**config.mk**
```make
export PLATFORM = sky130hd
export DESIGN_NAME = cond_it_unit
export DESIGN_NICKNAME = d
export VERILOG_FILES = /design/src/rtl/cond_pkg.sv /design/src/rtl/cond_eval.sv /design/src/rtl/cond_it_unit.sv
export SDC_FILE = /design/constraint.sdc
export NUM_CORES = 1
export LEC_CHECK = 0
export BUFFER_PORTS_ARGS = -buffer_cell sky130_fd_sc_hd__buf_2
export CORE_MARGIN = 3
export CORE_UTILIZATION = 28
export DETAILED_ROUTE_END_ITERATION = 10
export SLEW_MARGIN = 20
export SYNTH_ARGS = -nofsm -noshare
export SYNTH_HDL_FRONTEND = slang
export SYNTH_SLANG_ARGS = --single-unit
export TNS_END_PERCENT = 1
```
**constraint.sdc**
```tcl
create_clock -name clk -period 2.8 [get_ports clk]
set_clock_uncertainty 0.15 [all_clocks]
set_input_delay 0.14 -clock clk [delete_from_list [all_inputs] [get_ports clk]]
set_output_delay 0.14 -clock clk [all_outputs]
set_load 0.02 [all_outputs]
```
**src/rtl/cond_pkg.sv**
```systemverilog
// Shared definitions for the condition-evaluation / flags unit:
// ARM condition codes, flag bit positions, flags_write bits and IT FSM states.
package cond_pkg;

  localparam logic [3:0] COND_EQ = 4'b0000;
  localparam logic [3:0] COND_NE = 4'b0001;
  localparam logic [3:0] COND_CS = 4'b0010;
  localparam logic [3:0] COND_CC = 4'b0011;
  localparam logic [3:0] COND_MI = 4'b0100;
  localparam logic [3:0] COND_PL = 4'b0101;
  localparam logic [3:0] COND_VS = 4'b0110;
  localparam logic [3:0] COND_VC = 4'b0111;
  localparam logic [3:0] COND_HI = 4'b1000;
  localparam logic [3:0] COND_LS = 4'b1001;
  localparam logic [3:0] COND_GE = 4'b1010;
  localparam logic [3:0] COND_LT = 4'b1011;
  localparam logic [3:0] COND_GT = 4'b1100;
  localparam logic [3:0] COND_LE = 4'b1101;
  localparam logic [3:0] COND_AL = 4'b1110;
  localparam logic [3:0] COND_NV = 4'b1111;

  localparam int FLAG_Q = 4;
  localparam int FLAG_N = 3;
  localparam int FLAG_Z = 2;
  localparam int FLAG_C = 1;
  localparam int FLAG_V = 0;

  localparam int FW_Q  = 2;
  localparam int FW_NZ = 1;
  localparam int FW_CV = 0;

  typedef enum logic {
    IT_IDLE,
    IT_ACTIVE
  } it_state_e;

endpackage

```
**src/rtl/cond_eval.sv**
```systemverilog
// Pure combinational ARM condition check: 4-bit condition + NZCV -> {pass, undef}.
// Shared with the branch predictor check, so it carries no state.
module cond_eval
  import cond_pkg::*;
(
  input  logic [3:0] cond_i,
  input  logic [3:0] nzcv_i,
  output logic       pass_o,
  output logic       undef_o
);

  logic n, z, c, v, ge, hi, gt;

  always_comb begin
    n  = nzcv_i[FLAG_N];
    z  = nzcv_i[FLAG_Z];
    c  = nzcv_i[FLAG_C];
    v  = nzcv_i[FLAG_V];
    ge = (n == v);
    hi = c & ~z;
    gt = ~z & ge;
    pass_o  = 1'b0;
    undef_o = 1'b0;
    case (cond_i)
      COND_EQ: pass_o = z;
      COND_NE: pass_o = ~z;
      COND_CS: pass_o = c;
      COND_CC: pass_o = ~c;
      COND_MI: pass_o = n;
      COND_PL: pass_o = ~n;
      COND_VS: pass_o = v;
      COND_VC: pass_o = ~v;
      COND_HI: pass_o = hi;
      COND_LS: pass_o = ~hi;
      COND_GE: pass_o = ge;
      COND_LT: pass_o = ~ge;
      COND_GT: pass_o = gt;
      COND_LE: pass_o = ~gt;
      COND_AL: pass_o = 1'b1;
      COND_NV: undef_o = 1'b1;
    endcase
  end

endmodule

```
**src/rtl/cond_it_unit.sv**
```systemverilog
// Banked {Q,N,Z,C,V} flags register with condition evaluation and a
// Thumb-style IT block tracker that predicates up to IT_MAX following instructions.
module cond_it_unit
  import cond_pkg::*;
#(
  parameter int NUM_BANKS       = 2,
  parameter int BANK_W          = (NUM_BANKS > 1) ? $clog2(NUM_BANKS) : 1,
  parameter int ALU_FLAGS_WIDTH = 5,
  parameter int IT_MAX          = 4
) (
  input  logic                       clk,
  input  logic                       reset,
  input  logic                       valid_i,
  input  logic                       stall_i,
  input  logic                       flush_i,
  input  logic [BANK_W-1:0]          bank_sel_i,
  input  logic [3:0]                 cond_i,
  input  logic [ALU_FLAGS_WIDTH-1:0] alu_flags_i,
  input  logic [2:0]                 flags_write_i,
  input  logic                       q_clear_i,
  input  logic                       it_start_i,
  input  logic [3:0]                 it_firstcond_i,
  input  logic [2:0]                 it_len_i,
  input  logic [3:0]                 it_then_i,
  output logic                       cond_ex_o,
  output logic                       undef_o,
  output logic [ALU_FLAGS_WIDTH-1:0] flags_o,
  output logic                       it_active_o,
  output logic [1:0]                 it_slot_o
);

  logic [ALU_FLAGS_WIDTH-1:0] flags_q [NUM_BANKS];
  logic [ALU_FLAGS_WIDTH-1:0] flags_d [NUM_BANKS];
  it_state_e                  state_q, state_d;
  logic [1:0]                 slot_q, slot_d;
  logic [2:0]                 len_q, len_d;
  logic [3:0]                 fc_q, fc_d;
  logic [3:0]                 then_q, then_d;

  logic                       accept, sel_ok, it_bad, then_bad, ev_pass, ev_undef;
  logic [ALU_FLAGS_WIDTH-1:0] sel_flags, cur;
  logic [3:0]                 eff_cond, slot_cond;

  assign accept = valid_i & ~stall_i;
  assign sel_ok = (int'(bank_sel_i) < NUM_BANKS);

  always_comb begin
    sel_flags = sel_ok ? flags_q[bank_sel_i] : '0;
    slot_cond = then_q[slot_q] ? fc_q : {fc_q[3:1], ~fc_q[0]};
    eff_cond  = (state_q == IT_ACTIVE) ? slot_cond : cond_i;
  end

  cond_eval u_eval (
    .cond_i  (eff_cond),
    .nzcv_i  ({sel_flags[FLAG_N], sel_flags[FLAG_Z], sel_flags[FLAG_C], sel_flags[FLAG_V]}),
    .pass_o  (ev_pass),
    .undef_o (ev_undef)
  );

  // An IT instruction always "executes" unless its encoding is illegal in context
  always_comb begin
    then_bad = 1'b0;
    for (int k = 0; k < IT_MAX; k++) begin
      if (k < int'(it_len_i) && !it_then_i[k]) then_bad = 1'b1;
    end
    it_bad = (state_q == IT_ACTIVE) || (it_len_i == 3'd0) || (int'(it_len_i) > IT_MAX)
             || !it_then_i[0] || (it_firstcond_i == COND_NV)
             || ((it_firstcond_i == COND_AL) && then_bad);
    if (it_start_i) begin
      undef_o   = it_bad;
      cond_ex_o = ~it_bad;
    end else begin
      undef_o   = ev_undef;
      cond_ex_o = ev_pass;
    end
  end

  // Q clear happens before the sticky OR so a same-cycle saturation still sets Q
  always_comb begin
    flags_d = flags_q;
    cur     = '0;
    if (accept && sel_ok) begin
      cur = flags_q[bank_sel_i];
      if (q_clear_i) cur[FLAG_Q] = 1'b0;
      if (cond_ex_o && !undef_o) begin
        if (flags_write_i[FW_NZ]) begin
          cur[FLAG_N] = alu_flags_i[FLAG_N];
          cur[FLAG_Z] = alu_flags_i[FLAG_Z];
        end
        if (flags_write_i[FW_CV]) begin
          cur[FLAG_C] = alu_flags_i[FLAG_C];
          cur[FLAG_V] = alu_flags_i[FLAG_V];
        end
        if (flags_write_i[FW_Q]) cur[FLAG_Q] = cur[FLAG_Q] | alu_flags_i[FLAG_Q];
      end
      flags_d[bank_sel_i] = cur;
    end
  end

  always_comb begin
    state_d = state_q;
    slot_d  = slot_q;
    len_d   = len_q;
    fc_d    = fc_q;
    then_d  = then_q;
    if (flush_i) begin
      state_d = IT_IDLE;
      slot_d  = 2'd0;
    end else if (accept) begin
      if (state_q == IT_IDLE) begin
        if (it_start_i && !it_bad) begin
          state_d = IT_ACTIVE;
          slot_d  = 2'd0;
          len_d   = it_len_i;
          fc_d    = it_firstcond_i;
          then_d  = it_then_i;
        end
      end else if (!it_start_i) begin
        if ({1'b0, slot_q} == len_q - 3'd1) begin
          state_d = IT_IDLE;
          slot_d  = 2'd0;
        end else begin
          slot_d = slot_q + 2'd1;
        end
      end
    end
  end

  always_ff @(posedge clk or posedge reset) begin
    if (reset) begin
      for (int b = 0; b < NUM_BANKS; b++) flags_q[b] <= '0;
      state_q <= IT_IDLE;
      slot_q  <= 2'd0;
      len_q   <= 3'd0;
      fc_q    <= 4'd0;
      then_q  <= 4'd0;
    end else begin
      flags_q <= flags_d;
      state_q <= state_d;
      slot_q  <= slot_d;
      len_q   <= len_d;
      fc_q    <= fc_d;
      then_q  <= then_d;
    end
  end

  assign flags_o     = sel_flags;
  assign it_active_o = (state_q == IT_ACTIVE);
  assign it_slot_o   = slot_q;

endmodule
```
==> metrics.cfg <==
[run_status]
status = finished clean

[clock_tree]
cts_tree = yes
clk_pin_slew_ns = 0.09
clockBufferDepth = 2
root_buffer = clkbuf_8
cts_setup_buffers = 0
htree_levels = 1
cts.sinks = 24
numCtsBuffers = 3
worstSkewPairLatency_ns = 0.27

[layout]
final_cells = 298
nets = 259
layout-drive-gt1-share_pct = 29.20
fin_area_um2 = 2207
n_antenna_cell = 0
fillers = 588
final_util_pct = 38.66
synthToLayoutAreaGrowth_pct = 28.85
seqCellArea_um2 = 601.8
multi_input_area_um2 = 1039

[power_and_ir_drop]
cellPowerDensity_nw_per_um2 = 547.4
peakVddDrop_mv = 0.2047
p_leak_uw = 0.0009880

[yosys]
avgSynthCellArea_um2 = 10.02
ys_warn_count = 0
synth_top_area_cell = dfrtp_1
ys_ff_latch = 24
syn_area_um2 = 1713
syn_nets = 203
synth_flop_cell = dfrtp_1
syn_inst = 171
synth-edff-count = 0
async_flop_share_pct = 100.0
yosysUniqueCellTypes = 54
synth_top_cell_area_share_pct = 35.06
ys_top_cells_by_count = 24 x dfrtp_1, 19 x mux2_1, 13 x nor2_1, 9 x nand2_1, 8 x inv_1
synth.most_common_cell = dfrtp_1
yosysSeqAreaShare_pct = 35.06
yosys-top-cells-area = dfrtp_1 35%, mux2_1 12%, mux2_2 3.9%

[worst_setup_path]
crit_slowest_cell = dfrtp_1
ff2ff_path_depth = 7
crit_top_cell = nor2_1
critPathCapture = cond_ex_o
cp-end-kind = output port
crit-reg2reg-launch = it_slot_o[1]$_DFFE_PP0P_
cp_max_fo = 7
cpPeakStageDelay_ns = 0.53
r2r-end = flags_q[8]$_DFFE_PP0P_
critPathLaunchType = register
cp.buffers_inverters = 1
startpoint = it_active_o$_DFFE_PP0P_
setup.worst_path.class = register to output port
reg2reg_slack_ns = 0.11
path_cells = mux2i_2 > nand2b_1 > o2111ai_1 > a221oi_1 > a21oi_1 > nor2_1 > nor2_1 > buf_2
critPathTopFamily = compound AO/OA/AOI/OAI gates
arrival_ns = 2.42
required_ns = 2.51
crit_cells = 8

[floorplanning]
die_area_um2 = 7092
ioPinCount = 41
rows = 27
die_h_um = 84.22
fp.dieW_um = 84.22
initial_core_util_pct = 30.00
core_area_um2 = 5709

[sta]
post-route-period-util_pct = 96.68
fmax_mhz = 369.4
setup_viol = 0
slew_viol_final = 0
tns_ns = 0
worst_slew_pin_slew_ns = 0.9439
fin_crit_ns = 2.707
hold_violations = 0
rsz0062_at_grt = yes
relSlewSlack_pct = 37.00

[global_routing]
grt_max_degree = 25
grt_pass1_vias = 1498
grt_pass1_wl_um = 6955
antenna_found_initial = 0
grt-ovfl-total = 0
grt.total_usage_pct = 11.92

[detailed_routing]
drc = 0
firstDrtPassIters = 4
drtIter0Drc = 40
wirelength_um = 4093
wl_per_cell_um = 13.73
drtAntennaViolNets = 0
vias = 1467
vias_per_cell = 4.923

[placement]
port_buffers = 40
place_area_um2 = 1966
gp_congestion = 0.7965
dp_cells = 278
hpwl_um = 3214

[worst_hold_path]
min_path_type = input pin to register

[flow_run]
maxCapViolCount = 0

[metal layers]
metal	global-route usage, %	wire (um)	vias up
met4	3.070	35	0
met5	0	0	-
met2	18.79	1850	45
met3	2.453	259	4
met1	16.65	1947	672
li1	-	-	746
[area by class of cell]
cell class	instances	share of cell area, %
Multi-Input combinational cell	131	47.05
Sequential cell	24	27.27
Tap cell	72	4.082
Inverter	10	1.701
Clock buffer	3	1.871
Clock inverter	1	1.361
Timing Repair Buffer	57	16.67
[report_power, final]
group	switching, uW	leakage (uW)	internal [uW]
Sequential	71.9	0.000307	424
Clock	111	0.0000357	191
Combinational	212	0.000646	197
Total	395	0.000988	813
[state kept, by name, indices dropped and copies added, names as in the netlist]
register and count:
flags_q 10, fc_q 4, then_q 4, it_active_o 1, len_q 3, it_slot_o 2
[tightest hold or removal path, stage by stage]
cell	delay [ns]
buf_2	0.09
inv_1	0.07
o31ai_1	0.08
o31ai_1	0.06
[logic make-up (layout without fill, tap and decap cells)]
logic type	count (synthesis)	after routing	share of synthesized area [%]
AOI/OAI and AO/OA	40	40	18.41
xor gates and xnor gates	5	5	2.557
adders and majority gates	1	1	0.7303
buffers and inverters	16	71	4.821
DFF	24	24	35.06
muxes	33	33	22.28
and+or+nand+nor	52	52	16.14
[worst min path at each step]
stage                          from                       to  slack, ns  depth (start not counted)
final                     q_clear_i   flags_q[9]$_DFFE_PP0P_       0.06                          4
after global routing      q_clear_i   flags_q[9]$_DFFE_PP0P_       0.11                          4
after CTS                 q_clear_i   flags_q[9]$_DFFE_PP0P_       0.06                          4
after detailed placement    flush_i  it_active_o$_DFFE_PP0P_       0.19                          2
after global placement      flush_i  it_active_o$_DFFE_PP0P_       0.19                          2
after floorplan               reset      fc_q[0]$_DFFE_PP0P_      0.005                          1
[placed cells by master (no fill, tap or decap), types with 3 or more instances in the layout]
cell           count
dfrtp_1           23
a21oi_2            4
a31oi_1            3
nor2_1            13
buf_2             40
nand2b_1           5
o21ai_0            4
inv_1              8
mux2i_1            4
o31ai_1            3
nor2b_1            3
nand3_1            4
nand2_1            9
clkbuf_8           3
xor2_1             3
mux2i_2            3
a21oi_1            4
mux2_1            19
mux2_2             6
dlygate4sd3_1     16
nor3_1             3
[per-stage QoR]
| stage | total power [uW] | worst slack [ns] | hold WS, ns |
|---|---|---|---|
| after floorplan | 776.4 | 0.1718 | 0.004622 |
| after global placement | 895.0 | 0.08272 | 0.1895 |
| after detailed placement | 897.2 | 0.04209 | 0.1939 |
| after CTS | 1223 | 0.009226 | 0.05515 |
| after global routing | 1289 | -0.01243 | 0.1117 |
| final | 1208 | 0.09304 | 0.06254 |
[repair_timing]
| action | CTS | global route |
|---|---|---|
| resized for setup | 0 | 3 |
| hold endpoints to repair | 43 | 0 |
| hold buffers | 16 | 0 |
| setup endpoints to repair | 0 | 9 |
(Power assumes the default switching activity.)
